File: src/rtl/display_scan_ctrl.sv
// Multiplexed 7-segment scan controller: walks one BCD digit at a time onto a shared
// decoder, blanks between slots, and swaps in newly loaded values only at frame boundaries.
module display_scan_ctrl #(
    parameter int N_DIGITS     = 4,
    parameter int REFRESH_DIV  = 100000,
    parameter int BLANK_CYCLES = 1000
) (
    input  logic                  clk,
    input  logic                  rst,
    input  logic                  en,
    input  logic                  load,
    input  logic [4*N_DIGITS-1:0] digits_in,
    input  logic [N_DIGITS-1:0]   blank_mask,
    output logic                  load_ack,
    output logic [3:0]            digito,
    output logic [N_DIGITS-1:0]   anodos,
    output logic                  frame_done
);

    localparam int MAX_SLOT = (REFRESH_DIV > BLANK_CYCLES) ? REFRESH_DIV : BLANK_CYCLES;
    localparam int CW       = $clog2(MAX_SLOT + 1);
    localparam int IW       = $clog2(N_DIGITS);

    localparam logic [CW-1:0] SHOW_LOAD  = CW'(REFRESH_DIV - 1);
    localparam logic [CW-1:0] BLANK_LOAD = CW'((BLANK_CYCLES > 0) ? BLANK_CYCLES - 1 : 0);
    localparam logic [IW-1:0] LAST_IDX   = IW'(N_DIGITS - 1);
    localparam bit            HAS_BLANK  = (BLANK_CYCLES > 0);

    typedef enum logic [1:0] {
        IDLE,
        BLANK,
        SHOW
    } state_t;

    typedef logic [N_DIGITS-1:0][3:0] digits_t;

    state_t                state, state_nxt;
    logic [IW-1:0]         idx, idx_nxt;
    logic [CW-1:0]         cnt, cnt_nxt;
    digits_t               disp_reg, disp_nxt;
    digits_t               pend_reg, pend_nxt;
    logic                  pend_vld, pend_vld_nxt;
    logic                  boundary;
    logic                  frame_end;
    logic                  slot_start;
    logic [3:0]            digito_nxt;
    logic [N_DIGITS-1:0]   anodos_nxt;

    // Slot sequencer: one shared down-counter, reloaded on every state entry.
    // NOTE: every combinational output gets a default first, so no path leaves it unassigned
    // and no latch is inferred.
    always_comb begin
        state_nxt  = state;
        idx_nxt    = idx;
        cnt_nxt    = cnt;
        boundary   = 1'b0;
        frame_end  = 1'b0;
        slot_start = 1'b0;

        case (state)
            IDLE: begin
                idx_nxt = '0;
                if (en) begin
                    slot_start = 1'b1;
                    if (HAS_BLANK) begin
                        state_nxt = BLANK;
                        cnt_nxt   = BLANK_LOAD;
                    end else begin
                        state_nxt = SHOW;
                        cnt_nxt   = SHOW_LOAD;
                    end
                end
            end

            BLANK: begin
                if (!en) begin
                    state_nxt = IDLE;
                    idx_nxt   = '0;
                    boundary  = 1'b1;
                end else if (cnt == '0) begin
                    state_nxt = SHOW;
                    cnt_nxt   = SHOW_LOAD;
                end else begin
                    cnt_nxt = cnt - 1'b1;
                end
            end

            SHOW: begin
                if (!en) begin
                    state_nxt = IDLE;
                    idx_nxt   = '0;
                    boundary  = 1'b1;
                end else if (cnt == '0) begin
                    slot_start = 1'b1;
                    if (idx == LAST_IDX) begin
                        idx_nxt   = '0;
                        frame_end = 1'b1;
                        boundary  = 1'b1;
                    end else begin
                        idx_nxt = idx + 1'b1;
                    end
                    if (HAS_BLANK) begin
                        state_nxt = BLANK;
                        cnt_nxt   = BLANK_LOAD;
                    end else begin
                        state_nxt = SHOW;
                        cnt_nxt   = SHOW_LOAD;
                    end
                end else begin
                    cnt_nxt = cnt - 1'b1;
                end
            end

            default: begin
                state_nxt = IDLE;
                idx_nxt   = '0;
            end
        endcase
    end

    // Double buffer: a load on the boundary (or while idle) bypasses the pending stage.
    always_comb begin
        disp_nxt     = disp_reg;
        pend_nxt     = pend_reg;
        pend_vld_nxt = pend_vld;

        if (load) begin
            pend_nxt = digits_in;
        end

        if (load && (boundary || state == IDLE)) begin
            disp_nxt     = digits_in;
            pend_vld_nxt = 1'b0;
        end else if (boundary && pend_vld) begin
            disp_nxt     = pend_reg;
            pend_vld_nxt = 1'b0;
        end else if (load) begin
            pend_vld_nxt = 1'b1;
        end
    end

    // Outputs are computed from next-state values so the registered copies line up
    // with the state they describe; the nibble is latched once per slot.
    always_comb begin
        digito_nxt = digito;
        if (state_nxt == IDLE) begin
            digito_nxt = '0;
        end else if (slot_start) begin
            digito_nxt = disp_nxt[idx_nxt];
        end

        anodos_nxt = '1;
        for (int i = 0; i < N_DIGITS; i++) begin
            if (state_nxt == SHOW && idx_nxt == IW'(i) && !blank_mask[i]) begin
                anodos_nxt[i] = 1'b0;
            end
        end
    end

    // NOTE: state is updated with non-blocking assignments so every flop samples the
    // pre-edge values computed above, independent of statement order.
    always_ff @(posedge clk or posedge rst) begin
        if (rst) begin
            state      <= IDLE;
            idx        <= '0;
            cnt        <= '0;
            disp_reg   <= '0;
            pend_reg   <= '0;
            pend_vld   <= 1'b0;
            load_ack   <= 1'b0;
            digito     <= '0;
            anodos     <= '1;
            frame_done <= 1'b0;
        end else begin
            state      <= state_nxt;
            idx        <= idx_nxt;
            cnt        <= cnt_nxt;
            disp_reg   <= disp_nxt;
            pend_reg   <= pend_nxt;
            pend_vld   <= pend_vld_nxt;
            load_ack   <= load;
            digito     <= digito_nxt;
            anodos     <= anodos_nxt;
            frame_done <= frame_end;
        end
    end

endmodule
File: config.mk
export PLATFORM = sky130hd
export DESIGN_NAME = display_scan_ctrl
export DESIGN_NICKNAME = d
export VERILOG_FILES = /design/src/rtl/display_scan_ctrl.sv
export SDC_FILE = /design/constraint.sdc
export NUM_CORES = 1
export LEC_CHECK = 0
export ABC_AREA = 1
export CAP_MARGIN = 20
export CORE_MARGIN = 1.5
export CORE_UTILIZATION = 60
export CTS_CLUSTER_DIAMETER = 100
export DETAILED_ROUTE_END_ITERATION = 8
export DONT_BUFFER_PORTS = 1
export GPL_TIMING_DRIVEN = 0
export PLACE_DENSITY = 0.76
export SETUP_SLACK_MARGIN = 0.3
export SYNTH_ARGS = -nofsm -noshare
export SYNTH_HDL_FRONTEND = slang
export SYNTH_SLANG_ARGS = --single-unit
File: constraint.sdc
create_clock -name clk -period 2.85 [get_ports clk]
set_input_delay 0.57 -clock clk [delete_from_list [all_inputs] [get_ports clk]]
set_output_delay 0.57 -clock clk [all_outputs]
set_load 0.05 [all_outputs]
==> results.json <==
{
  "r2r_cells": 15,
  "syn-cell-area_mm2": 0.00348,
  "finClkSkew_ps": 3.94,
  "fin_crit_ps": 2370,
  "placed_cell_area_mm2": 0.00359,
  "p_per_area_mw_per_mm2": 791,
  "outcome": "finished, final reports clean",
  "min_path_type": "input pin to async pin",
  "die_w_um": 79.2,
  "yosysSeqAreaShare_pct": 46.1,
  "wl_per_cell_um": 14.4,
  "grt_overflow": 0,
  "cts.sinks": 64,
  "ctsHtreeMaxLevel": 3,
  "dpl.hpwl_um": 5670,
  "ant_nets": 0,
  "grt_setup_unrepaired": "no",
  "drc_errors": 0,
  "p_leak_nw": 1.89,
  "num-nets-final": 492,
  "grt_max_degree": 42,
  "reg2reg_to": "digito[2]",
  "cp_max_fo": 10,
  "yosysWarnings": 0,
  "grt_usage_pct": 27.7,
  "drt-met1-wl_um": 3350,
  "end_kind": "flip-flop",
  "gp_congestion": 0.889,
  "critical_path_required_ps": 3080,
  "synth_top_area_share_pct": 43.1,
  "synth_area_per_cell_um2": 7.82,
  "startpoint": "state[1]",
  "finalHoldViolCount": 0,
  "synth_area_leader_cell": "dfrtp_1",
  "synth_edf_count": 0,
  "port_buffers": 0,
  "vias": 2961,
  "dr_wl_met2_um": 3980,
  "synth_nets": 476,
  "crit_arrival_ps": 2600,
  "fin_area_mm2": 0.00382,
  "ir_worst_vdd_mv": 0.477,
  "cts_made_buffers": 9,
  "synthCells": 445,
  "critical-path-slowest-cell": "dfrtp_1",
  "report.final.slew_viol_count": 0,
  "cts_tree": "done",
  "r2r_slack_ps": 480,
  "critical_path_class": "flip-flop to flip-flop",
  "cp-start-kind": "flip-flop",
  "drive_above_1_share_pct": 11.8,
  "tightest_slew_ps": 543,
  "root_buffer": "clkbuf_8",
  "area_growth_pct": 9.85,
  "path_clk_slew_ps": 70,
  "setup_tns_ps": 0,
  "r2r_start": "state[1]",
  "largest_reg_flops": 17,
  "ys_ff_latch": 64,
  "finalNonFillerCells": 538,
  "synth_area_leaders": "dfrtp_1 (43%), nand2_1 (16%), nand3_1 (4.5%), inv_1 (4.3%), nand4_1 (3.2%)",
  "crit_top_cell": "nand2_1",
  "ys.flop_type": "dfrtp_1",
  "fin_crit_sh_pct": 83.3,
  "wl_met3_um": 276,
  "place_inst": 518,
  "cts_hold_buf": 0,
  "setup_viol": 0,
  "cpPeakStageDelay_ps": 420,
  "dieArea_mm2": 0.00627,
  "dr.max_layer_used": "met4",
  "path_cells": "inv_1, ha_1, inv_2, a211oi_4, buf_4, nand3_4, buf_6, nand2_1, nand2_1, nand2_1, nand2_1, nand2_1, nand2_1, o21ai_1, nand2_1",
  "max-slew-margin-rel_pct": 63.5,
  "fillers": 468,
  "grt_pass1_wl_um": 13400,
  "clock_latency_ps": 340,
  "fmax_mhz": 421,
  "initial_core_util_pct": 62.9,
  "synth-async-reset-ratio_pct": 100,
  "antenna_found_initial": 0,
  "io_pins": 34,
  "placementRows": 27,
  "drtIter0Drc": 217,
  "cts.path.max_buffers": 2,
  "yosysUniqueCellTypes": 38,
  "drt_wl_total_um": 7750,
  "drv_cap": 0,
  "core-area_mm2": 0.00554,
  "total_power_mw": 3.02,
  "dr.pass1.iters": 4,
  "die_y_um": 79.2,
  "via_per_inst": 5.50,
  "num_antenna_cells": 0,
  "grt_pass1_vias": 2942
}
-- report_power, final --
group,internal [mW],switching [mW]
registers,1.11,0.168
logic,0.349,0.659
clock network,0.387,0.347
total,1.85,1.17
-- cell usage in the layout, fill, tap and decap left out, types with 7 or more instances in the layout --
cell	synthesis	final
o21ai_1	7	7
xor2_1	7	7
ha_1	7	7
inv_2	5	7
dfrtp_1	60	60
nand2_1	147	146
a21oi_1	13	11
clkbuf_1	5	7
nor2_1	30	27
nand3_1	31	31
and2_1	8	8
nand4_1	18	18
o21ai_0	17	17
clkbuf_8	0	12
inv_1	40	38
-- per-layer routing --
metal  track usage (%)  up-vias
li1                  -     1475
met1              34.0     1400
met2              47.9       68
met3              5.17       18
met4              11.4        0
met5                 0        -
-- critical path, delay by kind of cell, from the launching register on --
| family | cells | cell delay [ps] |
|---|---|---|
| AO/OA/AOI/OAI | 2 | 340 |
| adder cells (fa/ha/maj) | 1 | 400 |
| buffers and inverters | 4 | 550 |
| flip-flops | 1 | 420 |
| AND/OR/NAND/NOR | 8 | 560 |
-- Yosys cell counts (4+ instances only) --
cell type and number:
nand2_1 147, dfrtp_1 60, inv_1 40, nand3_1 31, nor2_1 30, nand4_1 18
o21ai_0 17, a21oi_1 13, and2_1 8, ha_1 7, o21ai_1 7, xor2_1 7
a22oi_1 5, clkbuf_1 5, inv_2 5, o22ai_1 5, buf_2 4, buf_6 4
dfstp_2 4, nand3b_1 4
-- area by class of cell --
type | instances | area [um2] | area share (%)
Clock inverter | 2 | 12.5 | 0.327
Clock buffer | 14 | 173 | 4.51
Multi-Input combinational cell | 322 | 1640 | 42.8
Sequential cell | 64 | 1610 | 42.0
Inverter | 45 | 169 | 4.42
Tap cell | 72 | 90.1 | 2.36
Buffer | 14 | 87.6 | 2.29
Timing Repair Buffer | 5 | 50.0 | 1.31
-- per-stage QoR --
step                hold slack (ps)  setup WS [ps]  utilization, %
detailed placement              465            243            64.8
floorplan                       442            675               -
global placement                457           7.71            64.5
CTS                             160            330            68.6
global route                    181            272            69.0
finish                          150            476            69.0
-- what timing repair did --
item                                    CTS  global route
pin swaps                                 1             0
resized for setup                         0             7
setup buffers                             3             1
endpoints found under the setup margin    4            11
-- cells by family after synthesis --
group	count (synthesis)	share of synthesized area, %
buf+inv	59	7.37
simple gates	251	32.1
xor+xnor	7	1.76
flops	64	46.1
compound gates	57	10.1
fa+ha+maj	7	2.52
-- worst max path at each step --
stage	endpoint	slack [ps]
3_5_place_dp	digito[0]	240
4_1_cts	cnt[14]	330
2_1_floorplan	digito[0]	670
6_report	digito[2]	480
3_3_place_gp	frame_done	8
5_1_grt	digito[3]	270
No activity file was read; power rests on OpenSTA's default activity.
